File: src/rtl/cpu_ctrl_pkg.sv
// Shared types and constants for the multicycle RV32 control path:
// state encodings, opcode/funct3 values, ALU select codes and the decode helper.
package cpu_ctrl_pkg;

    typedef enum logic [3:0] {
        S_IDLE   = 4'd0,
        S_FETCH  = 4'd1,
        S_DECODE = 4'd2,
        S_EXEC_I = 4'd3,
        S_ALU_WB = 4'd4,
        S_ADDR   = 4'd5,
        S_MEM_LD = 4'd6,
        S_LD_WB  = 4'd7,
        S_MEM_ST = 4'd8,
        S_BRANCH = 4'd9,
        S_TRAP   = 4'd15
    } state_t;

    localparam logic [6:0] OP_IMM    = 7'b0010011;
    localparam logic [6:0] OP_LOAD   = 7'b0000011;
    localparam logic [6:0] OP_STORE  = 7'b0100011;
    localparam logic [6:0] OP_BRANCH = 7'b1100011;

    localparam logic [2:0] F3_ADDI = 3'b000;
    localparam logic [2:0] F3_LW   = 3'b010;
    localparam logic [2:0] F3_SW   = 3'b010;
    localparam logic [2:0] F3_BEQ  = 3'b000;
    localparam logic [2:0] F3_BGE  = 3'b101;

    localparam logic [1:0] SRC_A_PC     = 2'b00;
    localparam logic [1:0] SRC_A_OLD_PC = 2'b01;
    localparam logic [1:0] SRC_A_RS1    = 2'b10;

    localparam logic [1:0] SRC_B_RS2  = 2'b00;
    localparam logic [1:0] SRC_B_FOUR = 2'b01;
    localparam logic [1:0] SRC_B_IMM  = 2'b10;

    localparam logic [1:0] ALU_ADD = 2'b00;
    localparam logic [1:0] ALU_SUB = 2'b01;

    // Anything outside the supported subset lands in TRAP.
    function automatic state_t decode_next(input logic [6:0] opcode, input logic [2:0] funct3);
        state_t nxt;
        nxt = S_TRAP;
        if (opcode == OP_IMM && funct3 == F3_ADDI)
            nxt = S_EXEC_I;
        else if ((opcode == OP_LOAD && funct3 == F3_LW) || (opcode == OP_STORE && funct3 == F3_SW))
            nxt = S_ADDR;
        else if (opcode == OP_BRANCH && (funct3 == F3_BEQ || funct3 == F3_BGE))
            nxt = S_BRANCH;
        return nxt;
    endfunction

endpackage

File: src/rtl/ctrl_outdec.sv
// Combinational control-output decoder: Moore outputs from the state, plus the
// MEM_READY-qualified fetch writes and the ZERO/LT-qualified branch PC write.
module ctrl_outdec
    import cpu_ctrl_pkg::*;
(
    input  state_t      state,
    input  logic        mem_ready,
    input  logic [2:0]  funct3,
    input  logic        zero,
    input  logic        lt,
    output logic        mem_rd,
    output logic        mem_wr,
    output logic        iord,
    output logic        ir_we,
    output logic        pc_we,
    output logic        pc_src,
    output logic        reg_we,
    output logic        memtoreg,
    output logic [1:0]  alu_src_a,
    output logic [1:0]  alu_src_b,
    output logic [1:0]  alu_op,
    output logic        illegal
);

    always_comb begin
        mem_rd    = 1'b0;
        mem_wr    = 1'b0;
        iord      = 1'b0;
        ir_we     = 1'b0;
        pc_we     = 1'b0;
        pc_src    = 1'b0;
        reg_we    = 1'b0;
        memtoreg  = 1'b0;
        alu_src_a = SRC_A_PC;
        alu_src_b = SRC_B_RS2;
        alu_op    = ALU_ADD;
        illegal   = 1'b0;
        case (state)
            S_FETCH: begin
                mem_rd    = 1'b1;
                alu_src_b = SRC_B_FOUR;
                ir_we     = mem_ready;
                pc_we     = mem_ready;
            end
            S_DECODE: begin
                alu_src_a = SRC_A_OLD_PC;
                alu_src_b = SRC_B_IMM;
            end
            S_EXEC_I, S_ADDR: begin
                alu_src_a = SRC_A_RS1;
                alu_src_b = SRC_B_IMM;
            end
            S_ALU_WB: reg_we = 1'b1;
            S_MEM_LD: begin
                mem_rd = 1'b1;
                iord   = 1'b1;
            end
            S_LD_WB: begin
                reg_we   = 1'b1;
                memtoreg = 1'b1;
            end
            S_MEM_ST: begin
                mem_wr = 1'b1;
                iord   = 1'b1;
            end
            S_BRANCH: begin
                alu_src_a = SRC_A_RS1;
                alu_src_b = SRC_B_RS2;
                alu_op    = ALU_SUB;
                pc_src    = 1'b1;
                // Taken decision comes straight from the ALU flags this cycle.
                if (funct3 == F3_BEQ)
                    pc_we = zero;
                else if (funct3 == F3_BGE)
                    pc_we = ~lt;
            end
            S_TRAP:  illegal = 1'b1;
            default: ;
        endcase
    end

endmodule

File: src/rtl/multicycle_ctrl.sv
// Main control FSM of the multicycle RV32 subset core (addi, lw, sw, beq, bge).
// Optional retired-instruction counter: define MULTICYCLE_PERF_CNT_EN.
module multicycle_ctrl
    import cpu_ctrl_pkg::*;
#(
    parameter int CNT_W = 32
) (
    input  logic             CLK,
    input  logic             RST_N,
    input  logic [6:0]       OPCODE,
    input  logic [2:0]       FUNCT3,
    input  logic             ZERO,
    input  logic             LT,
    input  logic             MEM_READY,
    output logic             MEM_RD,
    output logic             MEM_WR,
    output logic             IORD,
    output logic             IR_WE,
    output logic             PC_WE,
    output logic             PC_SRC,
    output logic             REG_WE,
    output logic             MEMTOREG,
    output logic [1:0]       ALU_SRC_A,
    output logic [1:0]       ALU_SRC_B,
    output logic [1:0]       ALU_OP,
    output logic             ILLEGAL,
    output logic [3:0]       STATE,
    output logic [CNT_W-1:0] RETIRED
);

    state_t state;

    always_ff @(posedge CLK or negedge RST_N) begin
        if (!RST_N) begin
            state <= S_IDLE;
        end else begin
            case (state)
                S_IDLE:   state <= S_FETCH;
                S_FETCH:  if (MEM_READY) state <= S_DECODE;
                S_DECODE: state <= decode_next(OPCODE, FUNCT3);
                S_EXEC_I: state <= S_ALU_WB;
                S_ADDR:   state <= (OPCODE == OP_LOAD) ? S_MEM_LD : S_MEM_ST;
                S_MEM_LD: if (MEM_READY) state <= S_LD_WB;
                S_MEM_ST: if (MEM_READY) state <= S_FETCH;
                S_ALU_WB, S_LD_WB, S_BRANCH: state <= S_FETCH;
                S_TRAP:   state <= S_TRAP;
                default:  state <= S_TRAP;
            endcase
        end
    end

    assign STATE = state;

    ctrl_outdec u_outdec (
        .state     (state),
        .mem_ready (MEM_READY),
        .funct3    (FUNCT3),
        .zero      (ZERO),
        .lt        (LT),
        .mem_rd    (MEM_RD),
        .mem_wr    (MEM_WR),
        .iord      (IORD),
        .ir_we     (IR_WE),
        .pc_we     (PC_WE),
        .pc_src    (PC_SRC),
        .reg_we    (REG_WE),
        .memtoreg  (MEMTOREG),
        .alu_src_a (ALU_SRC_A),
        .alu_src_b (ALU_SRC_B),
        .alu_op    (ALU_OP),
        .illegal   (ILLEGAL)
    );

`ifdef MULTICYCLE_PERF_CNT_EN
    logic [CNT_W-1:0] retired;
    logic             retire;

    // An instruction retires on the edge that takes its last state back to FETCH.
    assign retire = (state == S_ALU_WB) || (state == S_LD_WB) || (state == S_BRANCH) ||
                    (state == S_MEM_ST && MEM_READY);

    always_ff @(posedge CLK or negedge RST_N) begin
        if (!RST_N)
            retired <= '0;
        else if (retire)
            retired <= retired + CNT_W'(1);
    end

    assign RETIRED = retired;
`else
    assign RETIRED = '0;
`endif

endmodule

File: config.mk
export PLATFORM = sky130hd
export DESIGN_NAME = multicycle_ctrl
export DESIGN_NICKNAME = d
export VERILOG_FILES = /design/src/rtl/cpu_ctrl_pkg.sv /design/src/rtl/ctrl_outdec.sv /design/src/rtl/multicycle_ctrl.sv
export SDC_FILE = /design/constraint.sdc
export NUM_CORES = 1
export LEC_CHECK = 0
export ABC_AREA = 1
export CAP_MARGIN = 20
export CORE_MARGIN = 1.5
export CORE_UTILIZATION = 34
export CTS_BUF_LIST = sky130_fd_sc_hd__clkbuf_2 sky130_fd_sc_hd__clkbuf_4 sky130_fd_sc_hd__clkbuf_8
export DETAILED_ROUTE_END_ITERATION = 8
export GPL_TIMING_DRIVEN = 0
export HOLD_SLACK_MARGIN = 0.12
export PLACE_DENSITY = 0.83
export RECOVER_POWER = 50
export SYNTH_ARGS = -nofsm -noshare
export SYNTH_HDL_FRONTEND = slang
export SYNTH_HIERARCHICAL = 1
export SYNTH_SLANG_ARGS = --single-unit
File: constraint.sdc
create_clock -name CLK -period 1.4 [get_ports CLK]
set_input_delay 0.28 -clock CLK [delete_from_list [all_inputs] [get_ports CLK]]
set_output_delay 0.28 -clock CLK [all_outputs]
set_load 0.03 [all_outputs]
**Word-level counts from Yosys, hierarchy flattened**

Index checks and enable logic that the tools add are counted.

- Eq/ne operators: 19
- Mux-type cells: 22
- Bitwise gates (word level): 1
- Reductions and logical operators: 15

Operators by type and width:

| kind | count |
|---|---|
| 4-bit one-hot mux with 7 select lines | 1 |
| 4-bit 2-to-1 mux | 6 |
| 4-bit by 3-bit equality test with 1-bit output (second input constant) | 4 |
| 4-bit equality test (second input constant) | 3 |
| 1-bit 2-to-1 mux | 11 |
| 4-bit by 2-bit equality test with 1-bit output (second input constant) | 2 |
| 2-bit one-hot mux with 2 select lines | 2 |
| 7-bit by 2-bit equality test with 1-bit output (second input constant) | 1 |
| 7-bit by 5-bit equality test with 1-bit output (second input constant) | 1 |
| 7-bit by 6-bit equality test with 1-bit output (second input constant) | 1 |
| 7-bit equality test (second input constant) | 1 |
| 2-bit != test (second input constant) | 3 |
| 2-bit OR reduction | 3 |
| 3-bit OR reduction | 2 |
| 4-bit by 1-bit equality test with 1-bit output (second input constant) | 1 |
| 1-bit logical AND | 4 |
| 4-bit logical NOT | 1 |
| 4-bit OR reduction | 1 |
| 3-bit by 2-bit equality test with 1-bit output (second input constant) | 1 |
| 3-bit equality test (second input constant) | 1 |
| 3-bit logical NOT | 1 |
| 3-bit 2-to-1 mux | 1 |
| 3-bit AND reduction | 1 |
| 1-bit logical OR | 2 |
| 2 further kinds | 2 |

- Input port bits: 15
- Logic and storage cells: 58
- Output and inout port bits: 51
- Flip-flop bits (word level): 4

**Depth between registers and ports, before layout**

Gate-level depths: netlist of the first run.

- Depth in word-level cells: 7
- Mapped depth: 7
- Mapped depth without buffers: 7

**Modules after synthesis**

Netlist of the first run, hierarchy kept.

Modules (own cells, without submodules):

| module | cells an instance | seq. area each (µm²) | area an instance (µm²) | instances |
|---|---|---|---|---|
| multicycle_ctrl | 96 | 100.1 | 638.1 | 1 |
| ctrl_outdec | 41 | 0.0 | 182.7 | 1 |

**Least setup slack after synthesis of the first run**

OpenSTA, ideal clock, no wires.

- Kind: flip-flop to output port
- Start point: register state[3], in the netlist STATE[3]
- End point: output IORD
- Data required time: 1.120 ns
- Arrival time: 1.528 ns
- Buffers on the path: 0
- Path slack: -0.408 ns
- Cell stages (with the launch flop): 3
- Cell sequence: dfrtp_1 > nand2_1 > o21ai_0

- Cells in the longest elaborated chain, start to end: 3
- Elaborated cells between the ends (all ways): 4
- Those cells by class: eq/ne (2); mux (1); reduce/logical (1)

Ends and longest elaborated chain:

| what | line | RTL |
|---|---|---|
| from (decl) | multicycle_ctrl.sv:31 | `state_t state;` |
| from (signal assigned) | multicycle_ctrl.sv:40 | `S_DECODE: state <= decode_next(OPCODE, FUNCT3);` |
| from (signal assigned) | multicycle_ctrl.sv:42 | `S_ADDR: state <= (OPCODE == OP_LOAD) ? S_MEM_LD : S_MEM_ST;` |
| 4-bit by 3-bit equality test with 1-bit output or 4-bit equality test (tied branches) | ctrl_outdec.sv:38 | `case (state)` |
| 2-bit OR reduction (no line) (*) | n/a |  |
| 1-bit 2-to-1 mux (*) | ctrl_outdec.sv:38 |  |
| to (decl) | multicycle_ctrl.sv:17 | `output logic IORD,` |

Mark *: on every way between the ends. The rest lies on a longest branch, timed or not.

**Worst setup path after layout of the first run**

- Start point: register state[1], in the netlist STATE[1]
- End point: output PC_WE

- Cells in the longest elaborated chain, start to end: 2
- Elaborated cells between the ends (all ways): 3
- Those cells by class: eq/ne (2); mux (1)

Ends and longest elaborated chain:

| what | line | RTL |
|---|---|---|
| 4-bit equality test or 4-bit by 1-bit equality test with 1-bit output (tied branches) | ctrl_outdec.sv:38 |  |
| 1-bit one-hot mux with 2 select lines (*) | ctrl_outdec.sv:38 |  |
| to (decl) | multicycle_ctrl.sv:19 | `output logic PC_WE,` |

Marks and branches as above.

==> results of run 1 <==
## logic make-up (layout without fill, tap and decap cells)
family | Yosys count | in the layout | synth area share, %
AND/OR/NAND/NOR | 73 | 73 | 43.3
AO/OA/AOI/OAI | 4 | 4 | 2.74
XOR/XNOR | 1 | 1 | 1.07
buffers and inverters | 53 | 100 | 39.8
other | 2 | 33 | 0.915
flip-flops | 4 | 4 | 12.2
## area by class of cell
| class | instances | area, µm² | area share (%) |
|---|---|---|---|
| Timing Repair Buffer | 44 | 417 | 27.3 |
| Tap cell | 28 | 35.0 | 2.30 |
| Inverter | 19 | 73.8 | 4.84 |
| Clock buffer | 3 | 22.5 | 1.48 |
| Buffer | 34 | 255 | 16.7 |
| Multi-Input combinational cell | 111 | 618 | 40.5 |
| Sequential cell | 4 | 105 | 6.89 |
## Yosys cell counts, drive strengths merged
library cell,number,area share [%]
o31ai,1,0.91
nand4,3,2.3
conb,2,0.91
nor3,4,3.8
o21ai,1,0.61
inv,19,8.7
nor2,22,11
nand3,15,10
nand3b,1,0.91
a21oi,2,1.2
and3,2,1.5
buf,34,31
nand2,26,13
xor2,1,1.1
dfrtp,4,12
## power breakdown
part	leakage, nW	internal, W	switching, W
clock	0.0138	0.0000963	0.0000536
combinational	0.788	0.000103	0.000157
sequential	0.0337	0.000116	0
## per-layer routing
layer / share of wire (%) / up-vias / GRT usage, %
met1: 37 / 417 / 16.0
met4: 0 / 0 / 6.41
met2: 53 / 56 / 27.0
met3: 10 / 0 / 2.30
met5: 0 / - / 0
li1: - / 518 / -
## per-stage QoR
stage	power, W	utilization (%)
after CTS	0.000520	60.3
final	0.000526	67.7
after detailed placement	0.000372	58.4
after floorplan	0.000321	-
after global placement	0.000371	58.4
after global routing	0.000554	67.7
## cell usage in the layout, fill, tap and decap left out, types with 2 or more instances in the layout
cell / synthesis / routed
buf_4: 34 / 47
conb_1: 2 / 33
nand2_1: 22 / 19
buf_6: 0 / 12
nor2_1: 18 / 11
clkdlybuf4s50_1: 0 / 11
inv_2: 5 / 10
nand3_1: 13 / 10
inv_1: 14 / 8
nor2_4: 0 / 6
nand2_2: 4 / 5
nand3_2: 2 / 5
nor2_2: 4 / 5
dfrtp_2: 0 / 4
clkbuf_4: 0 / 4
nand4_1: 3 / 3
dlygate4sd2_1: 0 / 3
and3_4: 0 / 2
nor3_2: 0 / 2
a21oi_2: 0 / 2
dlymetal6s2s_1: 0 / 2
nand2_4: 0 / 2
## what timing repair did
action,in CTS,in global routing
endpoints found under the setup margin,18,20
setup buffers,6,6
resized for setup,94,40
pin swaps,0,9
endpoints found under the hold margin,0,0
## worst paths after layout
path | start | to | slack [ns] | depth (start not counted)
max | STATE[1] | PC_WE | -0.18 | 8
min | RST_N | STATE[0] | 0.30 | 1
max reg2reg | STATE[2] | STATE[0] | -0.05 | 7
min reg2reg | STATE[3] | STATE[0] | 0.78 | 3
max in group asynchronous | RST_N | STATE[2] | 0.90 | 1
min in group CLK | FUNCT3[0] | STATE[3] | 0.59 | 5
## worst reg2reg max path, delay by kind of cell, from the launching register on
family                 cells  cell delay (ns)
AOI/OAI and AO/OA          1             0.06
buffers and inverters      2             0.29
DFF                        1             0.45
and+or+nand+nor            4             0.54
==> impl_metrics.py, run 1 <==
metrics = {
    "finish": {
        "syn_to_final_growth_pct": 86.0,
        "largest_reg_flops": 4,
        "drive_above_1_share_pct": 50.7,
        "instances_no_fill": 243,
        "nFillCells": 205,
        "diodes": 0,
        "finalNetCount": 232,
        "final_area_mm2": 0.00153,
    },
    "floorplanning": {
        "rows": 17,
        "die_w_um": 52.1,
        "chipHeight_um": 52.1,
        "dieArea_mm2": 0.00272,
        "initial_utilization_pct": 36.4,
        "pin_count": 66,
        "core_area_mm2": 0.00225,
    },
    "synth": {
        "synth_area_um2": 821,
        "yosysWarnings": 6,
        "synth_seq_cells": 4,
        "yosysSeqAreaShare_pct": 12.2,
        "synth.distinct_cells": 20,
        "synthCells": 137,
        "synth.avg_cell_area_um2": 5.99,
    },
    "placement": {
        "placed_cell_area_mm2": 0.00132,
        "gp_congestion": 0.763,
        "dp_hpwl_um": 1470,
        "pre_cts_ws_ns": -0.660,
        "post-place-cells": 228,
        "portBuffers": 32,
    },
    "detailed_routing": {
        "antenna_left": 0,
        "num_vias": 991,
        "drtPass1Iterations": 4,
        "wirelength_um": 2310,
        "drc_errors": 0,
        "wire_per_inst_um": 9.49,
        "drtIter0Drc": 30,
        "vias_per_cell": 4.08,
    },
    "sta": {
        "setup_viol": 16,
        "rsz0062_at_grt": "true",
        "period_share_pct": 113,
        "slew_viol_final": 0,
        "clock_skew_ns": 0.00895,
        "fin_crit_ns": 1.58,
        "setup_ws_ns": -0.175,
        "holdWs_ns": 0.305,
        "hold_viol_final": 0,
        "fmax_mhz": 635,
        "tns_ns": -1.42,
    },
    "clock_tree": {
        "clockRootBuffer": "clkbuf_4",
        "cts_sinks": 4,
        "clockBufferDepth": 2,
        "clk_latency_ns": 0.25,
        "cts.clk_slew.worst_paths_ns": 0.04,
        "cts_hold_buf": 0,
        "cts-htree-levels": 1,
        "cts_tree": "yes",
        "cts_made_buffers": 3,
    },
    "setup_path": {
        "cpMaxStageDelayCell": "dfrtp_2",
        "path_cells": "inv_2 > nand2_4 > inv_2 > nand2_2 > inv_2 > nand2_2 > nand2_2 > buf_6",
        "worstPathMaxFanout": 5,
        "crit_path_end_kind": "output pin",
        "cp-start-kind": "flop",
        "worstSetupPathType": "reg2out",
        "critical_path_buf_inv_count": 4,
        "slowest_delay_ns": 0.44,
        "critPathTopFamily": "flip-flops",
        "arrival_ns": 1.30,
        "worstPathRequired_ns": 1.12,
    },
    "power": {
        "leakagePower_nw": 0.835,
        "power_per_cell_area_mw_per_mm2": 344,
        "vdd_drop_max_mv": 0.351,
    },
    "global_route": {
        "grt_max_degree": 7,
        "grt_pass1_vias": 756,
        "grt_pass1_wl_um": 2990,
        "grt_use_total_pct": 14.5,
        "grt-ovfl-total": 0,
        "antenna_found_initial": 0,
    },
    "min_path": {
        "hold_class": "in2async",
    },
    "outcome": {
        "outcome": "finished with violations",
        "failed_checks": "negative setup slack",
    },
    "run": {
        "drv_cap": 0,
    },
}
Note: power is estimated with default switching activity, not from simulation.
==> run 2, diff against run 1 <==
--- a/config.mk
+++ b/config.mk
@@ -10,6 +10,7 @@
 export CORE_MARGIN = 1.5
 export CORE_UTILIZATION = 34
 export CTS_BUF_LIST = sky130_fd_sc_hd__clkbuf_2 sky130_fd_sc_hd__clkbuf_4 sky130_fd_sc_hd__clkbuf_8
+export CTS_CLUSTER_DIAMETER = 80
 export DETAILED_ROUTE_END_ITERATION = 8
 export GPL_TIMING_DRIVEN = 0
 export HOLD_SLACK_MARGIN = 0.12
==> results of run 2 <==
Same layout as run 1: the final DEF is identical, and so are final timing and power.
==> run 3, diff against run 2 <==
--- a/config.mk
+++ b/config.mk
@@ -6,16 +6,18 @@
 export NUM_CORES = 1
 export LEC_CHECK = 0
 export ABC_AREA = 1
+export ABC_CLOCK_PERIOD_IN_PS = 1900
 export CAP_MARGIN = 20
 export CORE_MARGIN = 1.5
-export CORE_UTILIZATION = 34
+export CORE_UTILIZATION = 36
 export CTS_BUF_LIST = sky130_fd_sc_hd__clkbuf_2 sky130_fd_sc_hd__clkbuf_4 sky130_fd_sc_hd__clkbuf_8
 export CTS_CLUSTER_DIAMETER = 80
 export DETAILED_ROUTE_END_ITERATION = 8
 export GPL_TIMING_DRIVEN = 0
 export HOLD_SLACK_MARGIN = 0.12
-export PLACE_DENSITY = 0.83
+export PLACE_DENSITY = 0.87
 export RECOVER_POWER = 50
+export SKIP_LAST_GASP = 1
 export SYNTH_ARGS = -nofsm -noshare
 export SYNTH_HDL_FRONTEND = slang
 export SYNTH_HIERARCHICAL = 1
==> constraint.sdc (replaced) <==
create_clock -name CLK -period 1.9 [get_ports CLK]
set_input_delay 0.38 -clock CLK [delete_from_list [all_inputs] [get_ports CLK]]
set_output_delay 0.38 -clock CLK [all_outputs]
set_load 0.03 [all_outputs]
==> impl_metrics.py, run 3 (synthesis results as in run 1) <==
metrics = {
    "placement": {
        "pre_cts_ws_ns": -0.343,
        "portBuffers": 32,
        "gp_congestion": 0.774,
        "dp_hpwl_um": 1510,
        "post-place-cells": 228,
    },
    "sta": {
        "rsz0062_at_grt": "true",
        "fmax_mhz": 543,
        "fin_crit_ns": 1.84,
        "setup_viol": 0,
        "clock_skew_ns": 0.00198,
        "setup_ws_ns": 0.0575,
        "hold_viol_final": 0,
        "slew_viol_final": 0,
        "period_share_pct": 97.0,
    },
    "detailed_routing": {
        "drc_errors": 0,
        "vias_per_cell": 3.91,
        "wire_per_inst_um": 7.71,
        "antenna_left": 0,
        "num_vias": 918,
        "drtPass1Iterations": 4,
        "drtIter0Drc": 11,
        "wirelength_um": 1810,
    },
    "setup_path": {
        "rr_startpoint": "STATE[2]",
        "arrival_ns": 1.46,
        "ff2ff_path_depth": 6,
        "crit_path_end_kind": "output pin",
        "regToRegSetupSlack_ns": 0.58,
        "worstSetupPathType": "reg2out",
        "cp-start-kind": "flop",
        "critPathLaunch": "STATE[1]",
        "worstPathRequired_ns": 1.52,
        "r2r-end": "STATE[1]",
        "worstPathMaxFanout": 11,
    },
    "finish": {
        "largest_reg_flops": 4,
        "instances_no_fill": 235,
        "syn_to_final_growth_pct": 61.3,
        "finalCoreUtilization_pct": 60.4,
        "final_common_cell": "buf_4",
        "finalNetCount": 223,
        "final_cell_mix": "buf_4, conb_1, nand2_1, nor2_1, clkdlybuf4s50_1",
        "drive_above_1_share_pct": 34.3,
        "diodes": 0,
    },
    "floorplanning": {
        "die_w_um": 50.8,
        "chipHeight_um": 50.8,
        "rows": 17,
        "initial_utilization_pct": 37.5,
        "core_area_mm2": 0.00219,
        "pin_count": 66,
        "dieArea_mm2": 0.00258,
    },
    "global_route": {
        "antenna_found_initial": 0,
        "grt_use_total_pct": 13.7,
        "grt-ovfl-total": 0,
        "grt_max_degree": 13,
        "grt_pass1_wl_um": 2780,
        "grt_pass1_vias": 703,
    },
    "clock_tree": {
        "cts_made_buffers": 3,
        "clockBufferDepth": 2,
        "cts-htree-levels": 1,
        "clockRootBuffer": "clkbuf_4",
        "cts_hold_buf": 0,
        "clk_latency_ns": 0.24,
        "cts_sinks": 4,
        "cts.clk_slew.worst_paths_ns": 0.04,
        "cts_tree": "yes",
    },
    "run": {
        "drv_cap": 0,
    },
    "power": {
        "total_power_w": 0.000410,
        "leakagePower_nw": 0.771,
        "power_per_cell_area_mw_per_mm2": 310,
        "vdd_drop_max_mv": 0.297,
    },
    "min_path": {
        "hold_class": "in2async",
    },
    "outcome": {
        "outcome": "finished, final reports clean",
    },
}
[run 3: worst max-delay path by stage]
stage,end,slack (ns),cells after the start
2_1_floorplan,PC_WE,0.03,4
3_3_place_gp,PC_WE,-0.33,7
3_5_place_dp,PC_WE,-0.34,7
4_1_cts,PC_WE,-0.11,6
5_1_grt,IR_WE,-0.002,8
6_report,IR_WE,0.06,8
[run 3: power by group]
part,switching [W],leakage (nW),internal [W]
registers,0,0.0337,0.0000855
clock network,0.0000420,0.0184,0.0000935
logic,0.000114,0.718,0.0000757
[run 3: critical path, cell delays in order (launching register included)]
cell and delay, ns:
dfrtp_2 0.48, inv_2 0.09, nand2_2 0.07, inv_2 0.08, nand2_2 0.06, inv_2 0.06, nand2_2 0.05, inv_1 0.05
clkdlybuf4s15_2 0.29
[run 3: cell type report]
cell class                 instances  area [µm²]
buffer                            34         255
clock buffer                       4        30.0
fill                             227         867
inverter                          19        71.3
multi-input combinational        111         518
sequential                         4         105
tap                               28        35.0
timing repair buffer              35         309
[run 3: what timing repair did]
item / in CTS / in global routing
gates resized for setup: 29 / 16
endpoints found under the hold margin: 0 / 0
setup buffers: 0 / 3
setup endpoints to repair: 16 / 12
pin swaps: 1 / 0
[run 3: per-layer routing]
| metal | wire (µm) | vias up | global-route usage [%] | share of wire, % |
|---|---|---|---|---|
| met5 | 0 | - | 0 | 0 |
| met2 | 922 | 42 | 27.2 | 51 |
| met1 | 717 | 371 | 15.0 | 40 |
| met4 | 19 | 0 | 4.05 | 1.0 |
| met3 | 152 | 3 | 1.19 | 8.4 |
| li1 | - | 502 | - | - |
[run 3: metrics by stage]
stage	setup TNS [ns]	hold WS, ns	area (µm²)
floorplan	0	0.0844	938
global placement	-1.25	0.591	1290
detailed placement	-1.52	0.592	1290
CTS	-0.106	0.331	1320
global route	-0.00244	0.415	1320
finish	0	0.403	1320
